$ cat src/rtl/acam_pkg.sv
// acam_pkg: constants and types shared by the acoustic-camera sample read path.
package acam_pkg;
    localparam int ADDR_W        = 9;
    localparam int DATA_W        = 16;
    localparam int LEN_W         = 10;
    localparam int MIC_FRAME_LEN = 512;

    typedef enum logic [1:0] {IDLE, RUN, DRAIN} rd_state_t;

    typedef struct packed {
        logic              last;
        logic [DATA_W-1:0] data;
    } beat_t;
endpackage

$ cat src/rtl/ram_frame_reader_if.sv
// ram_frame_reader_if: control, RAM port-B and output-stream signals of the frame reader.
interface ram_frame_reader_if;
    import acam_pkg::*;
    logic              start;
    logic [ADDR_W-1:0] base_addr;
    logic [LEN_W-1:0]  len;
    logic              busy;
    logic              done;
    logic [ADDR_W-1:0] adb;
    logic              ceb;
    logic [DATA_W-1:0] ram_dout;
    logic [DATA_W-1:0] m_data;
    logic              m_valid;
    logic              m_ready;
    logic              m_last;

    modport master (
        output start, base_addr, len, ram_dout, m_ready,
        input  busy, done, adb, ceb, m_data, m_valid, m_last
    );
    modport slave (
        input  start, base_addr, len, ram_dout, m_ready,
        output busy, done, adb, ceb, m_data, m_valid, m_last
    );
endinterface

$ cat src/rtl/skid_buf2.sv
// skid_buf2: 2-entry FIFO of {last, data} beats that absorbs RAM read data under backpressure.
module skid_buf2
    import acam_pkg::*;
(
    input  logic       clk,
    input  logic       rst,
    input  logic       push_i,
    input  logic       pop_i,
    input  beat_t      din_i,
    output logic [1:0] count_o,
    output beat_t      head_o
);
    beat_t      mem_q [2];
    logic       wr_q, rd_q;
    logic [1:0] count_q;

    always_ff @(posedge clk or posedge rst) begin
        if (rst) begin
            wr_q    <= 1'b0;
            rd_q    <= 1'b0;
            count_q <= 2'd0;
        end else begin
            wr_q    <= wr_q ^ push_i;
            rd_q    <= rd_q ^ pop_i;
            count_q <= count_q + {1'b0, push_i} - {1'b0, pop_i};
        end
    end

    always_ff @(posedge clk) begin
        if (push_i) mem_q[wr_q] <= din_i;
    end

    assign count_o = count_q;
    assign head_o  = mem_q[rd_q];
endmodule

$ cat src/rtl/ram_frame_reader.sv
// ram_frame_reader: streams LEN samples from a circular base address of a 512x16 sample RAM
// onto a valid/ready stream, hiding the 1-cycle RAM read latency.
module ram_frame_reader
    import acam_pkg::*;
(
    input logic               clk,
    input logic               reset,
    ram_frame_reader_if.slave bus
);
    rd_state_t         state_q, state_d;
    logic [ADDR_W-1:0] rd_ptr_q, rd_ptr_d, adb_q;
    logic [LEN_W-1:0]  remaining_q, remaining_d;
    logic              inflight_q, last_q, done_q, done_d;
    logic              issue, hs, push, pop, valid;
    logic [1:0]        count, credit;
    beat_t             fifo_head, head, rd_beat;

    assign rd_beat = {last_q, bus.ram_dout};

    skid_buf2 u_skid (
        .clk    (clk),
        .rst    (reset),
        .push_i (push),
        .pop_i  (pop),
        .din_i  (rd_beat),
        .count_o(count),
        .head_o (fifo_head)
    );

    // Every issued read owns a buffer slot until its beat handshakes.
    assign credit = 2'd2 - count - {1'b0, inflight_q};

    always_comb begin
        issue       = state_q == RUN && remaining_q != '0 && credit != '0;
        valid       = count != '0 || inflight_q;
        head        = count != '0 ? fifo_head : inflight_q ? rd_beat : '0;
        hs          = valid && bus.m_ready;
        pop         = hs && count != '0;
        // An empty buffer lets fresh RAM data go straight out when the sink is ready.
        push        = inflight_q && !(count == '0 && bus.m_ready);
        done_d      = state_q == DRAIN && hs && head.last;
        state_d     = state_q;
        rd_ptr_d    = rd_ptr_q;
        remaining_d = remaining_q;
        if (state_q == IDLE && bus.start) begin
            state_d     = RUN;
            rd_ptr_d    = bus.base_addr;
            remaining_d = bus.len == '0 ? LEN_W'(MIC_FRAME_LEN) : bus.len;
        end
        if (issue) begin
            rd_ptr_d    = rd_ptr_q + 1'b1;
            remaining_d = remaining_q - 1'b1;
            state_d     = remaining_q == LEN_W'(1) ? DRAIN : RUN;
        end
        if (done_d) state_d = IDLE;
    end

    always_ff @(posedge clk or posedge reset) begin
        if (reset) begin
            state_q     <= IDLE;
            rd_ptr_q    <= '0;
            remaining_q <= '0;
            adb_q       <= '0;
            inflight_q  <= 1'b0;
            last_q      <= 1'b0;
            done_q      <= 1'b0;
        end else begin
            state_q     <= state_d;
            rd_ptr_q    <= rd_ptr_d;
            remaining_q <= remaining_d;
            adb_q       <= issue ? rd_ptr_q : adb_q;
            inflight_q  <= issue;
            last_q      <= issue && remaining_q == LEN_W'(1);
            done_q      <= done_d;
        end
    end

    assign bus.busy    = state_q != IDLE;
    assign bus.done    = done_q;
    assign bus.ceb     = issue;
    assign bus.adb     = issue ? rd_ptr_q : adb_q;
    assign bus.m_valid = valid;
    assign bus.m_data  = head.data;
    assign bus.m_last  = head.last;
endmodule

$ cat src/flat_wrapper.sv
// flat-port wrapper written by rule: the top's interface ports become plain ports
module ram_frame_reader_flat import acam_pkg::*;
  (clk, reset, bus_start, bus_base_addr, bus_len, bus_ram_dout, bus_m_ready, bus_busy, bus_done, bus_adb, bus_ceb, bus_m_data, bus_m_valid, bus_m_last);
  ram_frame_reader_if bus_i ();
  input logic clk;
  input logic reset;
  input wire logic [$bits(bus_i.start)-1:0] bus_start;
  input wire logic [$bits(bus_i.base_addr)-1:0] bus_base_addr;
  input wire logic [$bits(bus_i.len)-1:0] bus_len;
  input wire logic [$bits(bus_i.ram_dout)-1:0] bus_ram_dout;
  input wire logic [$bits(bus_i.m_ready)-1:0] bus_m_ready;
  output wire logic [$bits(bus_i.busy)-1:0] bus_busy;
  output wire logic [$bits(bus_i.done)-1:0] bus_done;
  output wire logic [$bits(bus_i.adb)-1:0] bus_adb;
  output wire logic [$bits(bus_i.ceb)-1:0] bus_ceb;
  output wire logic [$bits(bus_i.m_data)-1:0] bus_m_data;
  output wire logic [$bits(bus_i.m_valid)-1:0] bus_m_valid;
  output wire logic [$bits(bus_i.m_last)-1:0] bus_m_last;
  assign bus_i.start = bus_start;
  assign bus_i.base_addr = bus_base_addr;
  assign bus_i.len = bus_len;
  assign bus_i.ram_dout = bus_ram_dout;
  assign bus_i.m_ready = bus_m_ready;
  assign bus_busy = bus_i.busy;
  assign bus_done = bus_i.done;
  assign bus_adb = bus_i.adb;
  assign bus_ceb = bus_i.ceb;
  assign bus_m_data = bus_i.m_data;
  assign bus_m_valid = bus_i.m_valid;
  assign bus_m_last = bus_i.m_last;
  ram_frame_reader u_core (.clk(clk), .reset(reset), .bus(bus_i));
endmodule
$ cat config.mk
export PLATFORM = sky130hd
export DESIGN_NAME = ram_frame_reader_flat
export DESIGN_NICKNAME = d
export VERILOG_FILES = /design/src/rtl/acam_pkg.sv /design/src/rtl/ram_frame_reader_if.sv /design/src/rtl/skid_buf2.sv /design/src/rtl/ram_frame_reader.sv /design/src/flat_wrapper.sv
export SDC_FILE = /design/constraint.sdc
export NUM_CORES = 1
export LEC_CHECK = 0
export CORE_MARGIN = 10
export CORE_UTILIZATION = 45
export CTS_CLUSTER_DIAMETER = 80
export DETAILED_ROUTE_END_ITERATION = 10
export GPL_TIMING_DRIVEN = 0
export PLACE_DENSITY = 0.74
export RECOVER_POWER = 25
export SETUP_SLACK_MARGIN = 0.1
export SYNTH_ARGS = -nofsm -noshare
export SYNTH_HDL_FRONTEND = slang
export SYNTH_SLANG_ARGS = --single-unit
$ cat constraint.sdc
create_clock -name clk -period 2.5 [get_ports clk]
set_input_delay 0.375 -clock clk [delete_from_list [all_inputs] [get_ports clk]]
set_output_delay 0.375 -clock clk [all_outputs]
set_load 0.005 [all_outputs]
## Yosys cells after proc, flatten, opt, wreduce, memory -nomap -nowiden

Memory sizes are Yosys's and may differ from the RTL's.
Cells that the tools add are included.

- Bits in writable memories: 34
- Register bits: 37
- Input bits: 39
- Memories: 1
- Word-level logic and storage cells: 57
- Output and inout bits: 30

- Add/subtract/negate cells: 6
- Bitwise gates (word level): 2
- Muxes and demuxes: 14
- Reduce and logical (&&, ||, !) cells: 21
- Equal/unequal tests: 3

Memories:

| memory | depth | bits a word | rd ports | clocked after Yosys merged registers in | write ports | line | source |
|---|---|---|---|---|---|---|---|
| u_core.u_skid.mem_q | 2 | 17 | 1 | 0 | 1 | skid_buf2.sv:13 | `beat_t mem_q [2];` |

Operators by type and width:

| operator | count |
|---|---|
| $mux 17 | 2 |
| $mux 10 | 3 |
| $mux 9 | 3 |
| $eq 10x1->1 const B | 1 |
| $logic_and 1x1->1 | 10 |
| $logic_not 10->1 | 1 |
| $reduce_bool 10->1 | 1 |
| $sub 10x1->10 const B | 1 |
| $add 9x1->9 const B | 1 |
| $mux 2 | 4 |
| $reduce_bool 2->1 | 4 |
| $logic_not 2->1 | 2 |
| $sub 2x1->2 | 2 |
| $reduce_bool 3->1 | 1 |
| $add 2x1->2 | 1 |
| $eq 2x1->1 const B | 1 |
| $eq 2x2->1 const B | 1 |
| $mux 1 | 2 |
| $sub 2x2->2 const A | 1 |
| $xor 1x1->1 | 2 |
| $logic_not 1->1 | 1 |
| $logic_or 1x1->1 | 1 |

## Longest topological paths before layout

Gate-level depths: netlist of run 1.

- Depth in word-level cells: 6
- Gate-level depth with buffers: 11
- Depth with buffers taken out: 8

## Modules after synthesis

Synthesis of run 1 repeated with hierarchy kept, for this count alone.

- Cells, all modules: 318
- Area total of the unflattened synthesis: 3,693.5 um^2

Modules (own cells, without submodules):

| module | cells each | instances | sequential area each (um^2) | area an instance (um^2) |
|---|---|---|---|---|
| ram_frame_reader | 250 | 1 | 825.8 | 2,214.6 |
| skid_buf2 | 68 | 1 | 1,121.1 | 1,478.9 |

## Least setup slack after synthesis of run 1

OpenSTA, ideal clock, no wires.

- Path type: register -> output
- Start point: reg u_core.inflight_q
- End point: out bus_adb[1]
- Setup slack: -94 ps
- Required time: 2,125 ps
- Arrival: 2,219 ps
- Stages on the path, launching flop included: 11
- Cells stage by stage: dfrtp_1 -> clkbuf_1 -> buf_1 -> inv_1 -> ha_1 -> xor2_1 -> o211ai_1 -> or2_4 -> buf_4 -> buf_4 -> o21ai_0

- Longest elaborated chain between the ends: 4

RTL lines:

| element | line | source |
|---|---|---|
| from (decl) | ram_frame_reader.sv:13 | `logic inflight_q, last_q, done_q, done_d;` |
| from (signal assigned) | ram_frame_reader.sv:72 | `inflight_q <= issue;` |
| $sub 2x1->2 | ram_frame_reader.sv:31 | `assign credit = 2'd2 - count - {1'b0, inflight_q};` |
| $reduce_bool 2->1 | ram_frame_reader.sv:34 | `issue = state_q == RUN && remaining_q != '0 && credit != '0;` |
| $logic_and 1x1->1 | ram_frame_reader.sv:34 |  |
| $mux 9 | -- |  |
| to (decl) | flat_wrapper.sv:14 | `output wire logic [$bits(bus_i.adb)-1:0] bus_adb;` |

Every way passes these cells.

## Worst setup path after layout of run 1

- Start point: reg u_core.remaining_q[5]
- End point: out bus_adb[7]

- Longest elaborated chain between the ends: 4

RTL lines:

| element | line | source |
|---|---|---|
| from (decl) | ram_frame_reader.sv:12 | `logic [LEN_W-1:0] remaining_q, remaining_d;` |
| from (signal assigned) | ram_frame_reader.sv:70 | `remaining_q <= remaining_d;` |
| $reduce_bool 10->1 | ram_frame_reader.sv:34 |  |
| $logic_and 1x1->1 (2 in a row) | ram_frame_reader.sv:34 |  |
| $mux 9 | -- |  |

Every way passes these cells.

==> key figures, run 1 <==
Floorplan
  – Die area: 11200 um^2
  – Starting Density: 46.0%
  – Cell row count: 31
  – Die Width: 106 um
  – Die Y: 106 um
  – Top Ports: 69
  – Core ar.: 7210 um^2

Timing
  – RSZ-0062 raised after global routing: yes
  – Final hold viol count: 0
  – Final hold slack: 0.482 ns
  – Setup Skew: 0.00899 ns
  – F_max: 0.386 GHz
  – Final worst slack: -0.0915 ns
  – Max Transition Viols Final: 0
  – Slew @ Worst Pin: 1.44 ns
  – Final Cycle Share: 104%
  – Final setup vio count: 9
  – Rel. slew slack: 3.80%
  – Minimum clock period: 2.59 ns

Setup path
  – Worst setup EP type: output pin
  – Crit path launch type: register
  – CP arrival: 2.22 ns
  – Crit Path Class: register to output pin
  – Worst Path Max Fanout: 5
  – Worst path required time: 2.12 ns

Clock network
  – Clock Tree Buf Depth: 2
  – Skew-Pair Late Insertion Delay: 0.34 ns
  – CTS Hold Buffers Added: 0
  – Total CTS buffers: 9
  – Clk slew on worst S/H paths: 0.07 ns
  – CTS tree: done
  – Clock Sinks: 71
  – H-tree lvl count: 3
  – Root Buffer: clkbuf_8

Global routing
  – Overflow after GRT: 0
  – Initial antenna violation count: 0
  – Total track usage: 14.9%
  – Largest net degree at the start of global routing: 38
  – Vias in the first global route: 2756
  – Global-route wire length before repair: 13700 um

Placed design
  – GP Congestion: 0.805
  – Detailed Place HPWL: 5580 um
  – Cell Area, Placed: 4130 um^2
  – Placed cell count: 459
  – IO Port Bufs: 68

Status
  – Status: complete, but fails checks
  – Failing checks: negative setup slack

Drt
  – Routed Antenna Nets: 0
  – Iter 0 DRT Violations: 93
  – WL/cell: 16.9 um
  – Total number of vias: 2762
  – Vias per cell: 5.48
  – Drt first pass iters: 4
  – Total Routed Length: 8540 um
  – DRC Markers: 0

Synth
  – Synthesized cell area: 3320 um^2
  – Post-synthesis register bit count: 71
  – Yosys Warn Count: 0
  – Seq/Total Area, Yosys: 58.7%
  – Syn Nets: 340
  – Post-synth cell types: 47
  – Post-Syn Instances: 292
  – Synth Area per Inst: 11.4 um^2

Finish
  – Layout cell share with drive strength beyond 1: 25.2%
  – Nets@finish: 448
  – Non-filler cells, final: 504
  – Commonest cells after routing, fill and taps aside: clkdlybuf4s50_1 (38), dfrtp_1 (35), edfxtp_1 (34), buf_4 (25), nand3_1 (21)
  – Diodes inserted: 0
  – Fill count: 553
  – Design Area, Final: 4830 um^2
  – Most common cell after layout, fill and taps aside: clkdlybuf4s50_1
  – Area grow syn2layout: 45.4%

Job
  – Max-cap check violation count: 0

Power and ir drop
  – Pwr/cell area: 1280 nW/um^2
  – Tot Pwr: 6.17 mW
  – Leakage: 2.07 nW
  – VDD IR max: 0.972 mV

Worst hold path
  – HP Class: register to register
-- cell usage after synthesis (all sizes together) --
cell,n,area [um^2]
a32oi,1,8.76
a211oi,2,15.0
a21oi,4,20.0
nand3,21,105
nand4,1,6.26
nor2b,1,6.26
o32ai,2,17.5
nand2,33,124
nor3b,5,37.5
o21a,2,15.0
a22oi,1,7.51
a21boi,1,7.51
xnor2,2,17.5
or3,2,12.5
inv,18,67.6
buf,9,62.6
nor4,4,25.0
edfxtp,34,1020
mux2i,17,170
a221o,4,40.0
a211o,1,8.76
and2,1,6.26
clkbuf,5,18.8
or2,1,8.76
nor3,6,41.3
and3,6,37.5
ha,9,113
o211ai,3,22.5
nor2,15,56.3
dfrtp,37,926
a311oi,1,8.76
and4,1,8.76
xor2,2,17.5
o311ai,2,17.5
or4,4,33.8
a31o,1,8.76
o21ai,30,165
o221a,3,33.8
-- registers in the layout, indices dropped and copies added (netlist names) --
| register | flops |
|---|---|
| u_core.adb_q | 9 |
| u_core.bus.done | 1 |
| u_core.inflight_q | 1 |
| u_core.last_q | 1 |
| u_core.rd_ptr_q | 9 |
| u_core.remaining_q | 10 |
| u_core.state_q | 2 |
| u_core.u_skid.count_o | 2 |
| u_core.u_skid.mem_q | 34 |
| u_core.u_skid.rd_q | 1 |
| u_core.u_skid.wr_q | 1 |
-- final cells by class --
class	instances	area [um^2]	area share [%]
buffer	13	130	2.70
multi-input combinational	189	1380	28.5
timing repair buffer	98	953	19.8
tap	99	124	2.57
clock inverter	6	85.1	1.76
clock buffer	10	128	2.64
sequential	71	1950	40.4
inverter	18	80.1	1.66
-- final timing paths --
check | endpoint | cells after the start | from | slack, ns
max in group asynchronous | u_core.remaining_q[4] | 2 | reset | 0.65
worst min register to register | u_core.u_skid.mem_q[0][16] | 0 | u_core.last_q | 0.48
worst max-delay path | bus_adb[7] | 8 | u_core.remaining_q[5] | -0.09
worst max register to register | u_core.adb_q[0] | 11 | u_core.remaining_q[5] | 0.28
min in group asynchronous | u_core.rd_ptr_q[5] | 2 | reset | 0.89
worst min-delay path | u_core.u_skid.mem_q[0][16] | 0 | u_core.last_q | 0.48
-- kinds of logic (layout without fill, tap and decap cells) --
family	Yosys count	count (layout)	synth area share, %
AOI/OAI and AO/OA	58	58	11.9
xor gates and xnor gates	4	4	1.06
adders and majority gates	9	9	3.39
buffers and inverters	32	145	4.49
DFF	71	71	58.7
muxes	17	17	5.13
and+or+nand+nor	101	101	15.3
-- repair_timing --
action                                  4_1_cts  5_1_grt
pin swaps                                    16       12
resized for setup                            96       36
endpoints found under the setup margin       54       30
setup buffers                                22       10
gates cloned                                  2        0
-- routing by layer --
| layer | track usage [%] | vias up | part of all wire, % |
|---|---|---|---|
| li1 | - | 1292 | - |
| met3 | 4.26 | 13 | 8.0 |
| met4 | 5.03 | 0 | 1.2 |
| met5 | 0 | - | 0 |
| met2 | 24.2 | 118 | 48 |
| met1 | 18.7 | 1339 | 43 |
-- power breakdown --
group          switching, mW  total [mW]  internal [mW]  leakage [nW]
Sequential             0.216        1.84           1.62         0.753
Clock                  0.429       0.987          0.559         0.104
Combinational           1.57        3.35           1.78          1.21
-- through the flow --
step                setup WS (ns)  setup TNS, ns  util (%)
floorplan                   0.116              0         -
global placement           -0.795          -7.55      57.2
detailed placement         -0.801          -7.55      57.2
CTS                        -0.140          -1.01      64.6
global route               -0.160          -1.23      66.9
finish                    -0.0915         -0.587      66.9
-- worst max-delay path: stages, from the launching register on --
cell	delay [ns]
dfrtp_1	0.40
or4_4	0.57
nor3_4	0.19
or2_4	0.20
buf_8	0.13
buf_8	0.14
nand2_4	0.05
o21ai_2	0.05
buf_2	0.14
No activity file was read; power rests on OpenSTA's default activity.
==> run 2: changes to the inputs <==
--- a/config.mk
+++ b/config.mk
@@ -10,7 +10,7 @@
 export CTS_CLUSTER_DIAMETER = 80
 export DETAILED_ROUTE_END_ITERATION = 10
 export GPL_TIMING_DRIVEN = 0
-export PLACE_DENSITY = 0.74
+export PLACE_DENSITY = 0.72
 export RECOVER_POWER = 25
 export SETUP_SLACK_MARGIN = 0.1
 export SYNTH_ARGS = -nofsm -noshare
==> constraint.sdc (replaced) <==
create_clock -name clk -period 2.89 [get_ports clk]
set_input_delay 0.4335 -clock clk [delete_from_list [all_inputs] [get_ports clk]]
set_output_delay 0.4335 -clock clk [all_outputs]
set_load 0.005 [all_outputs]
==> key figures, run 2 (synthesized netlist as in run 1, its figures left out) <==
Timing
  – Final Cycle Share: 93.9%
  – Final hold viol count: 0
  – Rel. slew slack: 2.90%
  – Slew @ Worst Pin: 1.45 ns
  – Max Transition Viols Final: 0
  – Final setup vio count: 0
  – Setup Skew: 0.00454 ns
  – F_max: 0.368 GHz
  – Minimum clock period: 2.71 ns
  – RSZ-0062 raised after global routing: no

Setup path
  – Worst Reg-to-Reg Cells: 11
  – Worst setup path end: bus_adb[3]
  – Crit Path Class: register to output pin
  – Cell Chain, Critical Path: buf_6 > inv_2 > ha_2 > xor2_1 > o211ai_1 > or2_4 > buf_8 > buf_8 > o21ai_2 > buf_2
  – Worst setup EP type: output pin
  – CP max stage cell: dfrtp_2
  – Max incr delay on CP: 0.41 ns
  – Crit path launch type: register
  – Most common cell on crit path: buf_8
  – Worst path required time: 2.46 ns
  – Reg2reg start: u_core.inflight_q
  – R2R Path End: u_core.rd_ptr_q[2]
  – CP arrival: 2.28 ns
  – Critical path launch point: u_core.inflight_q
  – Worst Path Max Fanout: 10
  – Reg2reg setup slack: 0.40 ns

Clock network
  – CTS tree: done
  – Clock Tree Buf Depth: 2
  – Clk slew on worst S/H paths: 0.07 ns
  – CTS Hold Buffers Added: 0
  – Skew-Pair Late Insertion Delay: 0.34 ns
  – H-tree lvl count: 3
  – Root Buffer: clkbuf_8
  – Total CTS buffers: 9
  – Clock Sinks: 71

Floorplan
  – Die Y: 106 um
  – Starting Density: 46.0%
  – Die area: 11200 um^2
  – Core ar.: 7210 um^2
  – Top Ports: 69
  – Cell row count: 31
  – Die Width: 106 um

Placed design
  – Placed cell count: 459
  – IO Port Bufs: 68
  – Cell Area, Placed: 4120 um^2
  – GP Congestion: 0.796
  – Detailed Place HPWL: 5550 um

Finish
  – Diodes inserted: 0
  – Design Area, Final: 4410 um^2
  – Commonest cells after routing, fill and taps aside: clkdlybuf4s50_1 (41), dfrtp_1 (35), edfxtp_1 (34), nand2_1 (33), o21ai_0 (22)
  – Nets@finish: 431
  – Reg with most FFs: u_core.u_skid.mem_q
  – Area grow syn2layout: 33.0%
  – Top flop regs: u_core.u_skid.mem_q: 34 flops, u_core.remaining_q: 10 flops
  – Fill count: 623
  – Non-filler cells, final: 487
  – Max reg flops: 34
  – Most common cell after layout, fill and taps aside: clkdlybuf4s50_1
  – Post-Route Utilization: 61.2%
  – Layout cell share with drive strength beyond 1: 16.8%

Drt
  – Drt first pass iters: 4
  – DRC Markers: 0
  – Iter 0 DRT Violations: 125
  – Routed Antenna Nets: 0
  – WL/cell: 16.7 um
  – Total number of vias: 2600
  – Vias per cell: 5.34
  – Total Routed Length: 8120 um

Power and ir drop
  – Tot Pwr: 4.51 mW
  – Leakage: 1.84 nW
  – VDD IR max: 0.585 mV
  – Pwr/cell area: 1020 nW/um^2

Worst hold path
  – HP Class: register to register

Global routing
  – Global-route wire length before repair: 13100 um
  – Overflow after GRT: 0
  – Vias in the first global route: 2699
  – Total track usage: 14.3%
  – Initial antenna violation count: 0
  – Largest net degree at the start of global routing: 38

Status
  – Status: complete, no violations

Job
  – Max-cap check violation count: 0
-- run 2: changes by cell type in the layout (fill, tap and decap cells not counted), moves of 5 or more --
cell	change
nand2_1	+16
buf_4	-13
nand2_4	-11
buf_6	-8
clkbuf_2	+7
nand2_2	-5
-- run 2: worst min path at each step --
stage	from	endpoint	slack, ns	cells past startpoint
finish	u_core.adb_q[1]	u_core.adb_q[1]	0.47	2
global route	u_core.last_q	u_core.u_skid.mem_q[0][16]	0.50	0
CTS	u_core.adb_q[4]	u_core.adb_q[4]	0.47	2
detailed placement	u_core.adb_q[2]	u_core.adb_q[2]	0.46	2
global placement	u_core.last_q	u_core.u_skid.mem_q[0][16]	0.45	0
floorplan	u_core.last_q	u_core.u_skid.mem_q[0][16]	0.44	0
-- run 2: what timing repair did --
action / CTS / global route
gates resized for setup: 40 / 18
cloned: 0 / 1
endpoints found under the setup margin: 50 / 22
hold endpoints to repair: 0 / 0
pin swaps: 4 / 5
buffers inserted: 7 / 6
-- run 2: critical path: cells and delay by family (launching register included) --
family          cells  cell delay, ns
fa+ha+maj           1            0.17
compound gates      2            0.31
flops               1            0.41
simple gates        1            0.32
buf+inv             5            0.59
xor+xnor            1            0.15
-- run 2: area by class of cell --
class	instances	area [um^2]	share of cell area (%)
plain buffers	12	103	2.32
clock buffers	11	131	2.98
clock inverters	5	25.0	0.567
inverters	18	72.6	1.64
multi-input cells	189	1250	28.3
flip-flops and latches	71	1950	44.2
well taps	99	124	2.81
repair buffers	82	761	17.2
-- run 2: where the power goes --
group / switching (mW) / internal, mW / total, mW / leakage, nW
clock network: 0.355 / 0.303 / 0.658 / 0.0782
registers: 0.165 / 1.40 / 1.57 / 0.753
logic: 1.15 / 1.13 / 2.29 / 1.00
total: 1.67 / 2.84 / 4.51 / 1.84
-- run 2: routing by layer --
metal | share of wire (%) | GRT usage (%) | routed length, um
met2 | 49 | 23.1 | 3940
met5 | 0 | 0 | 0
met1 | 44 | 17.6 | 3560
met4 | 1.1 | 5.22 | 87
met3 | 6.6 | 4.38 | 534
-- run 2: through the flow --
stage	setup slack [ns]	hold slack [ns]	setup TNS [ns]
after CTS	0.115	0.473	0
after global placement	-0.839	0.446	-7.49
after floorplan	0.237	0.443	0
final	0.176	0.475	0
after global routing	0.111	0.497	0
after detailed placement	-0.860	0.458	-7.45
